`config.mk`:
```
export PLATFORM = sky130hd
export DESIGN_NAME = acc_seq
export DESIGN_NICKNAME = d
export VERILOG_FILES = /design/src/rtl/acc_seq.sv
export SDC_FILE = /design/constraint.sdc
export NUM_CORES = 1
export LEC_CHECK = 0
export BUFFER_PORTS_ARGS = -buffer_cell sky130_fd_sc_hd__buf_2
export CORE_ASPECT_RATIO = 0.6
export CORE_MARGIN = 2
export CORE_UTILIZATION = 59
export CTS_CLUSTER_SIZE = 14
export DETAILED_ROUTE_END_ITERATION = 10
export PLACE_DENSITY_LB_ADDON = 0.3
export SYNTH_ARGS = -nofsm -noshare
export SYNTH_HDL_FRONTEND = slang
export SYNTH_SLANG_ARGS = --single-unit
export TNS_END_PERCENT = 20
```
`constraint.sdc`:
```
create_clock -name clk -period 4.4 [get_ports clk]
set_input_delay 0.88 -clock clk [delete_from_list [all_inputs] [get_ports clk]]
set_output_delay 0.88 -clock clk [all_outputs]
set_load 0.03 [all_outputs]
```
`src/rtl/acc_seq.sv`:
```
// Purpose : accumulates a block of n unsigned samples into a registered sum with a sticky overflow flag.
// Latency : sum is final and done pulses in the cycle right after the last sample handshake (n=0: the cycle after start).
// Backpressure: x_ready is high only in ACC; upstream stalls freely via x_valid, start is ignored while busy.
//
// Ports:
//   clk      in   core clock, all state updates on the rising edge
//   rst_b    in   asynchronous active-low reset
//   start    in   begin one block; sampled only in IDLE
//   n        in   [CW] block length, captured when start is accepted
//   x_valid  in   sample valid
//   x        in   [XW] unsigned sample
//   x_ready  out  block accepts a sample this cycle (state ACC)
//   busy     out  block in progress (states ACC and DONE)
//   done     out  one-cycle pulse, sum is final
//   ovf      out  sticky carry-out of the block sum
//   sum      out  [AW] registered accumulator (mod 2^AW)
module acc_seq #(
    parameter int XW = 10,
    parameter int AW = 16,
    parameter int CW = 8
) (
    input  logic          clk,
    input  logic          rst_b,
    input  logic          start,
    input  logic [CW-1:0] n,
    input  logic          x_valid,
    input  logic [XW-1:0] x,
    output logic          x_ready,
    output logic          busy,
    output logic          done,
    output logic          ovf,
    output logic [AW-1:0] sum
);

    typedef enum logic [1:0] {
        S_IDLE = 2'd0,
        S_ACC  = 2'd1,
        S_DONE = 2'd2
    } state_t;

    state_t        r_state;
    state_t        w_state_nxt;

    logic [CW-1:0] r_rem;
    logic [AW-1:0] r_sum;
    logic          r_ovf;

    logic          w_start_acc;
    logic          w_hs;
    logic          w_last;
    logic [AW:0]   w_x_ext;
    logic [AW:0]   w_add;

    // Start is only honoured in IDLE; a sample only counts in ACC.
    assign w_start_acc = (r_state == S_IDLE) && start;
    assign w_hs        = (r_state == S_ACC) && x_valid;
    // remaining is never 0 while in ACC, so the 1->0 step is the last sample.
    assign w_last      = w_hs && (r_rem == CW'(1));

    // One extra bit on the adder: its MSB is the carry-out that sets ovf.
    assign w_x_ext = (AW+1)'(x);
    assign w_add   = {1'b0, r_sum} + w_x_ext;

    //--------------------------------------------------------------------
    // State register
    //--------------------------------------------------------------------
    always_ff @(posedge clk or negedge rst_b) begin
        if (!rst_b) begin
            r_state <= S_IDLE;
        end else begin
            r_state <= w_state_nxt;
        end
    end

    //--------------------------------------------------------------------
    // Next-state logic
    //--------------------------------------------------------------------
    always_comb begin
        w_state_nxt = r_state;
        case (r_state)
            S_IDLE: begin
                if (start) begin
                    // n=0 is an empty block: report it straight away.
                    w_state_nxt = (n != '0) ? S_ACC : S_DONE;
                end
            end
            S_ACC: begin
                if (w_last) begin
                    w_state_nxt = S_DONE;
                end
            end
            S_DONE: begin
                w_state_nxt = S_IDLE;
            end
            default: begin
                w_state_nxt = S_IDLE;
            end
        endcase
    end

    //--------------------------------------------------------------------
    // Outputs decoded from state only, so no input-to-output comb path
    //--------------------------------------------------------------------
    always_comb begin
        x_ready = 1'b0;
        busy    = 1'b0;
        done    = 1'b0;
        case (r_state)
            S_ACC: begin
                x_ready = 1'b1;
                busy    = 1'b1;
            end
            S_DONE: begin
                busy = 1'b1;
                done = 1'b1;
            end
            default: begin
                x_ready = 1'b0;
            end
        endcase
    end

    //--------------------------------------------------------------------
    // Datapath: remaining count, accumulator, sticky overflow
    //--------------------------------------------------------------------
    always_ff @(posedge clk or negedge rst_b) begin
        if (!rst_b) begin
            r_rem <= '0;
            r_sum <= '0;
            r_ovf <= 1'b0;
        end else if (w_start_acc) begin
            r_rem <= n;
            r_sum <= '0;
            r_ovf <= 1'b0;
        end else if (w_hs) begin
            r_rem <= r_rem - CW'(1);
            r_sum <= w_add[AW-1:0];
            r_ovf <= r_ovf | w_add[AW];
        end
    end

    assign sum = r_sum;
    assign ovf = r_ovf;

endmodule

```
## Word level (Yosys, flattened, before mapping)

Index checks and enable logic that the tools add are counted.
W data, S select, Z words.

- Register bits: 27
- Input port bits: 22
- Output and inout bits: 20

- Add/subtract/negate cells: 2
- Equality and inequality tests: 5
- Multiplexer cells: 13
- Bitwise operators: 1
- Reduce and logical (&&, ||, !) cells: 8

Operator list:

| operator | count |
|---|---|
| $mux W16 | 2 |
| $add A16 B10 Y17 | 1 |
| $mux W8 | 2 |
| $eq A8 B1 Y1 const B | 1 |
| $reduce_bool A8 Y1 | 1 |
| $sub A8 B1 Y8 const B | 1 |
| $mux W2 | 3 |
| $mux W1 | 5 |
| $ne A2 B2 Y1 const B | 2 |
| $pmux W2 S2 | 1 |
| $logic_and A1 B1 Y1 | 3 |
| $eq A2 B1 Y1 const B | 1 |
| $eq A2 B2 Y1 const B | 1 |
| $logic_not A2 Y1 | 1 |
| $reduce_and A2 Y1 | 1 |
| $reduce_bool A2 Y1 | 1 |
| $reduce_or A2 Y1 | 1 |
| $or A1 B1 Y1 | 1 |

## Logic depth before layout (Yosys ltp)

- Word-level depth: 5
- Mapped depth: 8
- Depth with buffers taken out: 7

## Worst setup path before layout

Ideal clock, no wire load.

- Path kind: in2reg
- Start point: input port x[0]
- End point: register r_sum[14], in the netlist sum[14]
- Arrival time: 2.468 ns
- Data required time: 4.274 ns
- Path slack: 1.807 ns
- Stages: 7
- Path through: ha_1 fa_1 a211oi_1 nor3_2 nor3_4 mux2i_1 nand2_1

- Cells in the longest elaborated chain, start to end: 3

RTL lines:

| what | line | text |
|---|---|---|
| from (decl) | 27 | `input logic [XW-1:0] x,` |
| $add A16 B10 Y17 | 62 | `assign w_add = {1'b0, r_sum} + w_x_ext;` |
| $mux W16 | 135 | `end else if (w_hs) begin` |
| $mux W16 | 131 | `end else if (w_start_acc) begin` |
| to (signal assigned) | 137 | `r_sum <= w_add[AW-1:0];` |
| to (decl) | 45 | `logic [AW-1:0] r_sum;` |

Every way passes these cells. The select of a mux whose other input is x is not followed.
A chain may end at the register's enable or synchronous reset.

## Worst setup path in the final report

- Start point: input port x[0]
- End point: register r_sum[6], in the netlist sum[6]

The elaborated chain is that of the path after synthesis.

==> implementation parameters <==
Parameter                              Value

CTS
  Maximum buffer depth of the clock tree ... 2
  Deepest level of the CTS H-tree ... 1
  Cell at the root of the clock tree ... sky130_fd_sc_hd__clkbuf_8
  Clock sink total ... 27
  TritonCTS clock tree ... yes
  Inserted Clock Buffers ... 3
  Number of buffers inserted by hold repair at cts ... 0
  Clock edge transition at the registers on the reported setup and hold paths ... roughly 90 ps
  Post-CTS Resized ... 0
  Worst-Skew Late Latency ... 270 ps
  Post-CTS setup buffer count ... 0

Critical path
  Timing startpoint of the critical path ... x[0]
  Slack of the worst reg-to-reg path ... 2080 ps
  Largest fanout on the critical path ... 3
  Endpoint arrival time on the critical path ... 2790 ps
  Worst Setup Start Kind ... primary input
  Data required, critical path ... roughly 4600 ps
  Worst reg2reg path startpoint ... sum[0]
  Logic depth of the worst register-to-register path ... 7
  Setup Crit Path Kind ... primary input to flop
  Critical path capture point type ... flop

Timing
  Post-route fraction of the period consumed by the critical path ... 59.9%
  Number of hold violations in the final report ... 0
  Final Setup Violations ... 0
  Tightest slew margin relative to the limit ... 39.2%
  Unrepaired setup endpoints after global routing ... no
  Transition at the pin with the smallest max-transition slack ... 911 ps
  F_max ... between 300 and 400 MHz
  Post-Route Skew ... 3.17 ps
  Final Max Slew Viols ... 0
  Setup TNS after final layout ... 0 ps
  Minimum period implied by the final worst setup slack ... roughly 2600 ps

Routing
  Post-route antenna net violation count ... 0
  Number of DRC violations after detailed-routing iteration 0 ... around 90
  Detailed-router iteration count before antenna repair ... 4
  Via density per instance ... 5.78
  Post-DR wirelength/cell ... around 15 µm
  Post-detailed-routing wire length ... 4430 µm
  Remaining routing DRC violations ... 0
  Vias after detailed routing ... 1,706

Final layout
  Area growth, synth to finish ... 14.1%
  Layout cell share with drive strength beyond 1 ... 23.6%
  Nets ... around 290
  Antenna cells ... 0

Floorplan
  Starting density of the core ... 60.7%
  Count of pins on the block boundary ... 42
  Area of the core ... around 0.0032 mm²
  Die area ... between 0.003 and 0.004 mm²
  Die W ... between 70 and 80 µm
  Number of standard-cell rows in the floorplan ... 16
  Die boundary height ... slightly below 50 µm

Global route
  Number of antenna violations at the first check in global routing ... 0
  Via count of the first global-routing pass ... 1,615
  All-layer global routing usage ... between 20% and 30%
  Pin count of the biggest net entering global routing ... 28
  Wire length of the first global-routing pass ... 7470 µm
  Global route total overflow ... 0

Yosys
  Distinct cell type count of the synthesized netlist ... 52
  Net count after synthesis ... 249
  Post-synth ARST share ... 100%
  Most frequently used flop master after synthesis ... sky130_fd_sc_hd__dfrtp_1
  Synthesized area per cell ... 9.15 µm²
  Total standard cell area after synthesis ... 0.00193 mm²
  Simple-Gate Fraction of Synth Area ... 21.8%
  Top cell type by total area after synthesis ... sky130_fd_sc_hd__dfrtp_1
  Dominant cells by area after synthesis ... sky130_fd_sc_hd__dfrtp_1 (35%), sky130_fd_sc_hd__ha_1 (9.7%), sky130_fd_sc_hd__nand2_1 (5.1%), sky130_fd_sc_hd__a21oi_1 (3.4%), sky130_fd_sc_hd__o21ai_0 (3.1%)
  Most instantiated cells after synthesis ... sky130_fd_sc_hd__dfrtp_1 (27), sky130_fd_sc_hd__nand2_1 (26), sky130_fd_sc_hd__ha_1 (15), sky130_fd_sc_hd__nor2_1 (15), sky130_fd_sc_hd__a21oi_1 (13)
  Number of register bits inferred by synthesis ... 27
  Area fraction in compound gates after synthesis ... 22.1%
  Sequential share of the synthesized area ... 35.0%
  Warnings, synthesis ... 0
  EDFF count, synth ... 0
  Synth Area in XOR/XNOR ... 4.54%
  Most frequent cell after synthesis ... sky130_fd_sc_hd__dfrtp_1
  Adder and majority gate portion of the synthesized area ... 10.8%
  Main combinational cell family by area after synthesis ... compound AO/OA/AOI/OAI gates
  Multiplexer share of the synthesized area ... 2.07%
  Share of Yosys cell area claimed by the top area cell type ... 35.0%
  Synth Instances ... 211

Power
  Power density over cell area ... 669 mW/mm²
  Leakage power total ... roughly 1.0 nW
  Maximum resistive drop on vdd ... roughly 0.34 mV
  Total Power Consumption ... 1.47 mW

Hold path
  Cells on Worst Hold Path ... 2
  Worst hold start ... sum[0]
  Worst hold path class ... flop to flop

Job
  Max-Cap Viols ... 0

Place
  Half-perimeter wire length after placement ... 3350 µm
  RD Place Congestion ... 0.874
  Number of I/O port buffers ... 41

Status
  Run status ... complete, no violations
final cells by class:
type	instances	area, µm²
multi-input cells	169	1180
fillers	270	980
flip-flops and latches	27	676
repair buffers	42	213
well taps	45	56.3
clock buffers	4	45.0
inverters	8	30.0
path summary, 6_finish.rpt:
check | to
worst min register to register | sum[0]
worst max register to register | sum[6]
worst min-delay path | sum[0]
min in group asynchronous | r_rem[0]
max in group asynchronous | sum[1]
worst max-delay path | sum[6]
critical path, cell delays in order:
cell	delay [ps]
sky130_fd_sc_hd__buf_2	100
sky130_fd_sc_hd__ha_1	230
sky130_fd_sc_hd__fa_1	450
sky130_fd_sc_hd__a211oi_1	370
sky130_fd_sc_hd__nor2_1	120
sky130_fd_sc_hd__o21ai_0	210
sky130_fd_sc_hd__nor4b_1	330
sky130_fd_sc_hd__nor3_1	90
cells by family after synthesis:
family | after synthesis
AOI/OAI and AO/OA | 60
xor gates and xnor gates | 10
adders and majority gates | 16
buffers and inverters | 15
DFF | 27
muxes | 4
and+or+nand+nor | 79
per-layer routing:
layer,share of wire [%],vias up,GRT usage [%]
li1,-,859,-
met1,52,813,36.1
met2,44,32,40.5
met3,3.6,2,5.60
met4,0.18,0,1.79
met5,0,-,0
sequential cells by signal, indices dropped and copies added (netlist names):
register	cells
r_rem	8
ovf	1
r_state	2
sum	16
per-stage QoR:
step           cell area [µm²]  hold slack, ps  utilization, %  worst slack (ps)  instances
6_report                  2200             548            69.2              1770        295
2_1_floorplan             1930             516               -              1810        211
3_3_place_gp              2160             538            67.8              1620        291
5_1_grt                   2200             584            69.2              1600        295
4_1_cts                   2200             560            69.2              1790        295
3_5_place_dp              2160             546            67.8              1520        291
placed cells by master (no fill, tap or decap), drive strengths merged, types with 2 or more instances in the layout:
| master | n |
|---|---|
| o211ai | 5 |
| xor2 | 6 |
| nor3 | 9 |
| o211a | 2 |
| nand2 | 26 |
| o21a | 3 |
| a221oi | 2 |
| mux2i | 4 |
| nor4b | 4 |
| a211oi | 5 |
| nand2b | 3 |
| inv | 8 |
| dfrtp | 27 |
| nor4 | 7 |
| nand3 | 5 |
| clkbuf | 4 |
| a21oi | 14 |
| o21ai | 15 |
| nor3b | 2 |
| a21o | 4 |
| or4 | 2 |
| ha | 15 |
| nor2 | 15 |
| buf | 42 |
| xnor2 | 4 |
| and2 | 2 |
power breakdown:
part / total, mW / leakage [nW] / switching (mW) / internal (mW)
Clock: 0.142 / 0.0228 / 0.0772 / 0.0650
Sequential: 0.447 / 0.341 / 0.100 / 0.346
Combinational: 0.885 / 0.686 / 0.562 / 0.323
Note: power is estimated with default switching activity, not from simulation.
